--- config.mk ---
export PLATFORM = sky130hd
export DESIGN_NAME = b_resp_arbiter
export DESIGN_NICKNAME = d
export VERILOG_FILES = /design/src/rtl/xbar_pkg.sv /design/src/rtl/rr_arbiter.sv /design/src/rtl/b_resp_arbiter.sv
export SDC_FILE = /design/constraint.sdc
export NUM_CORES = 1
export LEC_CHECK = 0
export ABC_AREA = 1
export CORE_AREA = 2 2 41 43
export CTS_BUF_LIST = sky130_fd_sc_hd__clkbuf_16
export DETAILED_ROUTE_END_ITERATION = 10
export DIE_AREA = 0 0 43 45
export DONT_BUFFER_PORTS = 1
export SETUP_SLACK_MARGIN = 0.5
export SLEW_MARGIN = 40
export SYNTH_ARGS = -nofsm -noshare
export SYNTH_HDL_FRONTEND = slang
export SYNTH_SLANG_ARGS = --single-unit
--- constraint.sdc ---
create_clock -name ACLK -period 1.3 [get_ports ACLK]
set_clock_uncertainty 0.05 [all_clocks]
set_input_delay 0.26 -clock ACLK [delete_from_list [all_inputs] [get_ports ACLK]]
set_output_delay 0.26 -clock ACLK [all_outputs]
set_load 0.1 [all_outputs]
--- src/rtl/xbar_pkg.sv ---
// Shared crossbar types: B-channel FSM state encoding and BRESP codes.
package xbar_pkg;

  typedef enum logic {
    ST_IDLE = 1'b0,
    ST_SEND = 1'b1
  } state_e;

  localparam logic [1:0] BRESP_OKAY   = 2'b00;
  localparam logic [1:0] BRESP_EXOKAY = 2'b01;
  localparam logic [1:0] BRESP_SLVERR = 2'b10;
  localparam logic [1:0] BRESP_DECERR = 2'b11;

endpackage

--- src/rtl/rr_arbiter.sv ---
// Round-robin arbiter: searches upward from last_grant+1 with wrap-around;
// the pointer advances only when an enabled arbitration finds a requester.
module rr_arbiter #(
  parameter int N = 2
) (
  input  logic                 clk,
  input  logic                 rst,
  input  logic [N-1:0]         i_req,
  input  logic                 i_en,
  output logic [$clog2(N)-1:0] o_winner,
  output logic                 o_valid
);

  localparam int W = $clog2(N);

  logic [W-1:0] r_last;
  int           w_idx;

  always_comb begin
    o_valid  = 1'b0;
    o_winner = '0;
    w_idx    = 0;
    for (int k = 1; k <= N; k++) begin
      w_idx = int'(r_last) + k;
      if (w_idx >= N) w_idx = w_idx - N;
      if (!o_valid && i_req[w_idx]) begin
        o_valid  = 1'b1;
        o_winner = W'(w_idx);
      end
    end
  end

  always_ff @(posedge clk) begin
    if (rst) begin
      r_last <= W'(N - 1);
    end else if (i_en && o_valid) begin
      r_last <= o_winner;
    end
  end

endmodule

--- src/rtl/b_resp_arbiter.sv ---
// Merges NUM_SRC AXI B channels into one registered output with round-robin.
// Optional SLVERR/DECERR counter enabled by macro B_RESP_ARBITER_ERR_CNT_EN.
//
// state   | meaning
// IDLE    | output register empty, arbitrate every cycle
// SEND    | output register full, arbitrate only when M_BREADY=1
module b_resp_arbiter
  import xbar_pkg::*;
#(
  parameter int ID_WIDTH = 4,
  parameter int NUM_SRC  = 2
) (
  input  logic                        ACLK,
  input  logic                        ARESET,
  input  logic [NUM_SRC-1:0]          S_BVALID,
  input  logic [NUM_SRC*ID_WIDTH-1:0] S_BID,
  input  logic [NUM_SRC*2-1:0]        S_BRESP,
  output logic [NUM_SRC-1:0]          S_BREADY,
  output logic                        M_BVALID,
  output logic [ID_WIDTH-1:0]         M_BID,
  output logic [1:0]                  M_BRESP,
  input  logic                        M_BREADY,
`ifdef B_RESP_ARBITER_ERR_CNT_EN
  output logic [7:0]                  err_count,
`endif
  output logic [$clog2(NUM_SRC)-1:0]  grant_src
);

  localparam int W = $clog2(NUM_SRC);

  state_e                r_state;
  state_e                w_next_state;
  logic [ID_WIDTH-1:0]   r_bid;
  logic [1:0]            r_bresp;
  logic [W-1:0]          r_grant_src;
  logic [W-1:0]          w_winner;
  logic                  w_valid;
  logic                  w_en;
  logic                  w_grant;

  // Reset masks arbitration so no source sees ready in the reset cycle.
  assign w_en = ((r_state == ST_IDLE) || M_BREADY) && !ARESET;

  rr_arbiter #(
    .N (NUM_SRC)
  ) u_rr (
    .clk      (ACLK),
    .rst      (ARESET),
    .i_req    (S_BVALID),
    .i_en     (w_en),
    .o_winner (w_winner),
    .o_valid  (w_valid)
  );

  always_ff @(posedge ACLK) begin
    if (ARESET) r_state <= ST_IDLE;
    else        r_state <= w_next_state;
  end

  always_comb begin
    w_next_state = r_state;
    S_BREADY     = '0;
    w_grant      = 1'b0;
    if (w_en) begin
      if (w_valid) begin
        w_next_state       = ST_SEND;
        S_BREADY[w_winner] = 1'b1;
        w_grant            = 1'b1;
      end else begin
        w_next_state = ST_IDLE;
      end
    end
  end

  always_ff @(posedge ACLK) begin
    if (ARESET) begin
      r_bid       <= '0;
      r_bresp     <= BRESP_OKAY;
      r_grant_src <= '0;
    end else if (w_grant) begin
      r_bid       <= S_BID[int'(w_winner)*ID_WIDTH +: ID_WIDTH];
      r_bresp     <= S_BRESP[int'(w_winner)*2 +: 2];
      r_grant_src <= w_winner;
    end
  end

  assign M_BVALID  = (r_state == ST_SEND);
  assign M_BID     = r_bid;
  assign M_BRESP   = r_bresp;
  assign grant_src = r_grant_src;

`ifdef B_RESP_ARBITER_ERR_CNT_EN
  logic [7:0] r_err_count;

  always_ff @(posedge ACLK) begin
    if (ARESET) begin
      r_err_count <= '0;
    end else if (M_BVALID && M_BREADY && r_bresp[1] && (r_err_count != 8'hFF)) begin
      r_err_count <= r_err_count + 8'd1;
    end
  end

  assign err_count = r_err_count;
`endif

endmodule
==> impl_metrics.py <==
metrics = {
    "run_status": {
        "status": "finished with violations",
        "violations": "setup timing",
    },
    "route": {
        "first_pass_iters": 4,
        "num_vias": 479,
        "route.detailed.drc": 0,
        "drtIter0Drc": 9,
        "wire_per_inst_um": 13.3,
        "ant_nets": 0,
        "drt_wl_total_um": 1300,
        "viasPerCell": 4.89,
    },
    "logic_synthesis": {
        "synth_seq_area_share_pct": 41.7,
        "synth.top_cells.by_area": "dfxtp_1 (42%), nand2_1 (30%), nand3_1 (9.3%)",
        "yosys.area.top_type_share_pct": 41.7,
        "syn_area_per_cell_sq_um": 6.54,
        "yosysMostFrequentCell": "nand2_1",
        "netlist_area_sq_um": 432,
        "synth_ff_type": "dfxtp_1",
        "synth_top_area_cell": "dfxtp_1",
        "synth_edf_count": 0,
        "syn_nets": 83,
        "netlist-cell-type-count": 10,
        "ys_ff_latch": 9,
        "syn-instance-count": 66,
        "synthArstFlopShare_pct": 0,
        "synth_commonest_cells": "nand2_1 (34), dfxtp_1 (9), nand3_1 (8)",
        "yosysWarningCount": 0,
    },
    "setup_path": {
        "path_cells": "nand2_4, nand2_4, inv_6, nand2_4, clkinvlp_4, buf_12",
        "rr_startpoint": "M_BVALID",
        "cp_max_fo": 6,
        "crit_top_cell": "nand2_4",
        "r2r_slack_ns": 0.06,
        "required_ns": 0.99,
        "critPathLaunchType": "flop",
        "cp.arrival_ns": 1.12,
        "end_kind": "output pin",
        "critPathBufInv": 3,
        "critPathSlowestCell": "dfxtp_2",
        "criticalPathCategory": "reg -> out",
        "path_delay_family": "flip-flops",
        "cpPeakStageDelay_ns": 0.35,
        "rr_endpoint": "M_BID[3]",
        "ff2ff_path_depth": 8,
    },
    "timing": {
        "hold_viol_final": 0,
        "max_slew_margin_pct": 80.1,
        "whs_ns": 0.0236,
        "worst_slack_ns": -0.130,
        "finalCriticalPeriod_ns": 1.43,
        "rsz0062_at_grt": "true",
        "tns_ns": -0.232,
        "clock.fmax_ghz": 0.699,
        "finalMaxSlewViolations": 0,
        "fin_crit_sh_pct": 110,
        "worst_slew_pin_slew_ns": 0.299,
        "finalSetupViolCount": 2,
    },
    "floorplanning": {
        "coreArea_sq_um": 1470,
        "boundaryPins": 27,
        "start_util_pct": 29.3,
        "die_w_um": 43,
        "num_rows": 14,
        "dieArea_sq_um": 1940,
        "die_h_um": 45,
    },
    "pwr": {
        "p_total_w": 0.00122,
        "pwr-share-seq_pct": 38.4,
        "p_int_w": 0.000796,
        "power_frac_clock_pct": 43.6,
        "combPwrFrac_pct": 17.9,
        "p_leak_nw": 0.382,
        "pwr_density_cell_nw_per_um2": 1570,
        "irDropWorstVdd_uv": 1160,
        "power.switching_w": 0.000427,
        "switching_share_pct": 34.9,
    },
    "cts": {
        "root_buffer": "clkbuf_16",
        "htreeDepth": 1,
        "path_clk_slew_ns": 0.04,
        "cts_tree": "done",
        "clk_latency_ns": 0.23,
        "numCtsBuffers": 3,
        "cts_max_path_buffers": 2,
        "cts.sinks": 9,
    },
    "worst_hold_path": {
        "holdCritStartpoint": "ARESET",
        "holdPathStages": 1,
        "hp-class": "in -> reg",
        "holdPathEnd": "M_BRESP[1]",
    },
    "global_routing": {
        "grt_pass1_wl_um": 1900,
        "grt_pass1_vias": 468,
        "antenna_found_initial": 0,
        "grt_max_degree": 9,
        "grt-ovfl-total": 0,
        "track_usage_pct": 13.9,
    },
    "flow_run": {
        "cap_violations": 0,
    },
    "cells_and_area": {
        "syn_to_final_growth_pct": 80.6,
        "multi_input_area_sq_um": 295,
        "diodes": 0,
        "postLayoutCoreUtil_pct": 53.0,
        "drive_above_1_share_pct": 53.7,
        "fillCellCount": 131,
        "final_nets": 100,
        "final-seq-area_sq_um": 211,
    },
    "placement": {
        "gp_congestion": 0.742,
        "io_buffers": 0,
        "post-dp-hpwl_um": 900,
    },
}
[sequential cells by signal, summed over array words and instances, names as in the netlist]
| register | flops |
|---|---|
| grant_src | 1 |
| M_BID | 4 |
| u_rr.r_last | 1 |
| M_BVALID | 1 |
| M_BRESP | 2 |
[routing by layer]
metal	vias up	wire length [um]	track usage, %
met5	-	0	0
met4	0	32	9.09
met3	4	109	5.20
met2	23	694	24.2
met1	212	467	14.0
li1	240	-	-
[layout make-up]
| type | count | share of cell area, % |
|---|---|---|
| Sequential cell | 9 | 27.1 |
| Clock buffer | 3 | 9.63 |
| Timing Repair Buffer | 12 | 17.8 |
| Clock inverter | 1 | 0.482 |
| Tap cell | 16 | 2.57 |
| Inverter | 7 | 4.49 |
| Multi-Input combinational cell | 50 | 37.9 |
[kinds of logic (layout without fill, tap and decap cells)]
group | count (synthesis) | count (layout) | synth area share (%)
DFF | 9 | 9 | 41.7
buffers and inverters | 7 | 23 | 6.09
AOI/OAI and AO/OA | 3 | 3 | 3.48
and+or+nand+nor | 47 | 47 | 48.7
[layout by cell type (no fill, tap or decap), drive strengths merged]
cell type  instances
dfxtp              9
inv                7
nand2             35
nor2               3
buf               12
clkbuf             3
a21oi              3
clkinvlp           1
nand3              9
[what timing repair did]
| action | CTS | global route |
|---|---|---|
| hold buffers | 0 | 0 |
| pin swaps | 4 | 4 |
| buffers inserted | 3 | 2 |
| setup endpoints to repair | 18 | 18 |
| resized for setup | 11 | 10 |
[worst register-to-register path: stages (launching register included)]
cell and delay (ns):
dfxtp_4 0.34, nand2_4 0.07, nand2_4 0.05, nor2_4 0.11
buf_4 0.13, buf_4 0.10, buf_6 0.12, nand2_1 0.09
a21oi_2 0.12
[worst max-delay path by stage]
stage                      startpoint     endpoint  slack, ns  cells after the start
after floorplan              M_BVALID  S_BREADY[1]      -0.25                      5
after global placement    u_rr.r_last  S_BREADY[1]       0.08                      6
after detailed placement  u_rr.r_last  S_BREADY[1]       0.04                      6
after CTS                    M_BVALID  S_BREADY[1]      -0.15                      6
after global routing      u_rr.r_last  S_BREADY[1]      -0.18                      6
final                     u_rr.r_last  S_BREADY[1]      -0.13                      6
[power by group through the flow]
stage / clock network, W / logic, W / registers, W
floorplan: 0 / 0.000108 / 0.000485
global placement: 0 / 0.000169 / 0.000472
detailed placement: 0 / 0.000171 / 0.000473
CTS: 0.000543 / 0.000199 / 0.000470
global route: 0.000562 / 0.000235 / 0.000474
finish: 0.000534 / 0.000219 / 0.000470
[through the flow]
stage | area, sq um | setup slack [ns] | instances
2_1_floorplan | 485 | -0.252 | 66
3_3_place_gp | 583 | 0.0838 | 89
3_5_place_dp | 583 | 0.0436 | 89
4_1_cts | 724 | -0.149 | 96
5_1_grt | 779 | -0.175 | 98
6_report | 779 | -0.130 | 98
(Power assumes the default switching activity.)
==> RTL change, RTL diff (same settings) <==
Set the parameter `ID_WIDTH` to 3 (it was 4).
--- a/src/rtl/b_resp_arbiter.sv
+++ b/src/rtl/b_resp_arbiter.sv
@@ -8,5 +8,5 @@
   import xbar_pkg::*;
 #(
-  parameter int ID_WIDTH = 4,
+  parameter int ID_WIDTH = 3,
   parameter int NUM_SRC  = 2
 ) (
Ports: changed (resized M_BID and S_BID); port bits go from 27 to 24. The function was not compared with the original's and may differ.
==> RTL change against the original RTL <==
- the run still ends with negative setup slack left
- count of clock-buffer cells in the layout unchanged
- cell area up 0.80%
- synthesized area down 12%
- first-iteration DRC count unchanged
- sequential cell count down 1
- setup slack better by 49 ps
- critical endpoint is now S_BREADY[0]
- register-to-register slack better by 150 ps
- wire length up 1.2%
- die area unchanged
- critical path depth down 1
- cell count down 7.1%
- total power down 0.50%
==> RTL change: results <==
{
  "antennaDiodeCount": 0,
  "synth_most_common_cell": "nand2_1",
  "p_leak_nw": 0.383,
  "layout_setup_ws_ps": -81.5,
  "wl_per_cell_um": 14.5,
  "synth_fp_nets": 72,
  "route.met3.wl_um": 83,
  "route.met2.wl_um": 677,
  "nNetsFinal": 91,
  "clock_latency_ps": 240,
  "dr.pass1.iters": 4,
  "power.switching_w": 0.000434,
  "finalSetupTns_ps": -142,
  "ys.flop_type": "dfxtp_1",
  "clock_path_buffers": 2,
  "violations": "negative setup slack",
  "io_buffers": 0,
  "slew_headroom": 0.791,
  "wl_met1_um": 515,
  "synth_common_cells": "nand2_1 (28), dfxtp_1 (8), nand3_1 (7)",
  "hp-class": "in -> reg",
  "crit_fanout": 4,
  "synth_area_leaders": "dfxtp_1 (42%), nand2_1 (28%), nand3_1 (9.2%)",
  "ys_seq_area_frac": 0.420,
  "ant_nets": 0,
  "clk_pin_slew_ps": 40,
  "largest_reg_flops": 3,
  "grt_pass1_wl_mm": 1.94,
  "drt-initial-drc-count": 9,
  "ys_warn_count": 0,
  "max_stage_delay_ps": 330,
  "grt_use_total": 0.144,
  "setup_viol": 2,
  "outcome": "finished with violations",
  "cts_made_buffers": 3,
  "ir_drop_mv": 0.698,
  "final_layout_size_suffix_gt1_frac": 0.693,
  "dp_hpwl_um": 792,
  "cp_slowest_cell": "dfxtp_2",
  "antenna_found_initial": 0,
  "cts-root-buf": "clkbuf_16",
  "top_layer": "met4",
  "grt_max_degree": 10,
  "synth_async_sr_flop_share": 0,
  "cts_max_level": 1,
  "finalWeightedCongestion": 0.742,
  "vias": 452,
  "arrival_ps": 1070,
  "synth_cell_types": 11,
  "postPlaceCellArea_um2": 528
}
[RTL change: critical path: cells and delay by family (launching register included)]
kind,cells,cell delay (ps)
AND/OR/NAND/NOR,3,270
flip-flops,1,330
buffers and inverters,2,240
[RTL change: final timing paths]
path	from	end	slack [ps]	depth (start not counted)
max	u_rr.r_last	S_BREADY[0]	-80	5
max reg2reg	M_BVALID	u_rr.r_last	210	6
min	ARESET	M_BVALID	30	1
min reg2reg	u_rr.r_last	u_rr.r_last	430	2
[RTL change: layout make-up]
cell class	instances	area (um^2)
Multi-Input combinational cell	44	304
Clock buffer	3	75.1
Inverter	5	26.3
Timing Repair Buffer	14	169
Sequential cell	8	188
Clock inverter	1	3.75
Tap cell	16	20.0
Fill cell	132	686
[RTL change: cells by family (layout without fill, tap and decap cells)]
family	Yosys count	after routing	share of synthesized area
AND/OR/NAND/NOR	42	42	0.498
flip-flops	8	8	0.420
AO/OA/AOI/OAI	2	2	0.0262
buffers and inverters	5	23	0.0557
[RTL change: routing by layer]
layer	track usage	vias up
met4	0.109	0
met1	0.136	208
met2	0.245	22
met3	0.0680	4
met5	0	-
li1	-	218
[RTL change: what timing repair did]
item | CTS | global route
pin swaps | 5 | 11
resized for setup | 19 | 18
setup buffers | 4 | 3
endpoints found under the setup margin | 16 | 16
[RTL change: stage by stage]
| step | instances | utilization | power (W) | hold WS (ps) | worst slack [ps] |
|---|---|---|---|---|---|
| floorplan | 57 | - | 0.000547 | 269 | -182 |
| global placement | 80 | 0.359 | 0.000595 | 270 | 98.2 |
| detailed placement | 80 | 0.359 | 0.000597 | 272 | 74.4 |
| CTS | 88 | 0.476 | 0.00119 | 26.0 | -84.6 |
| global route | 91 | 0.534 | 0.00126 | 30.3 | -108 |
| finish | 91 | 0.534 | 0.00122 | 32.4 | -81.5 |
[RTL change: power by group through the flow]
stage               clock network, W  registers (W)  logic, W
finish                      0.000544       0.000430  0.000243
global route                0.000563       0.000433  0.000259
CTS                         0.000551       0.000430  0.000206
detailed placement                 0       0.000433  0.000164
global placement                   0       0.000432  0.000163
floorplan                          0       0.000444  0.000102
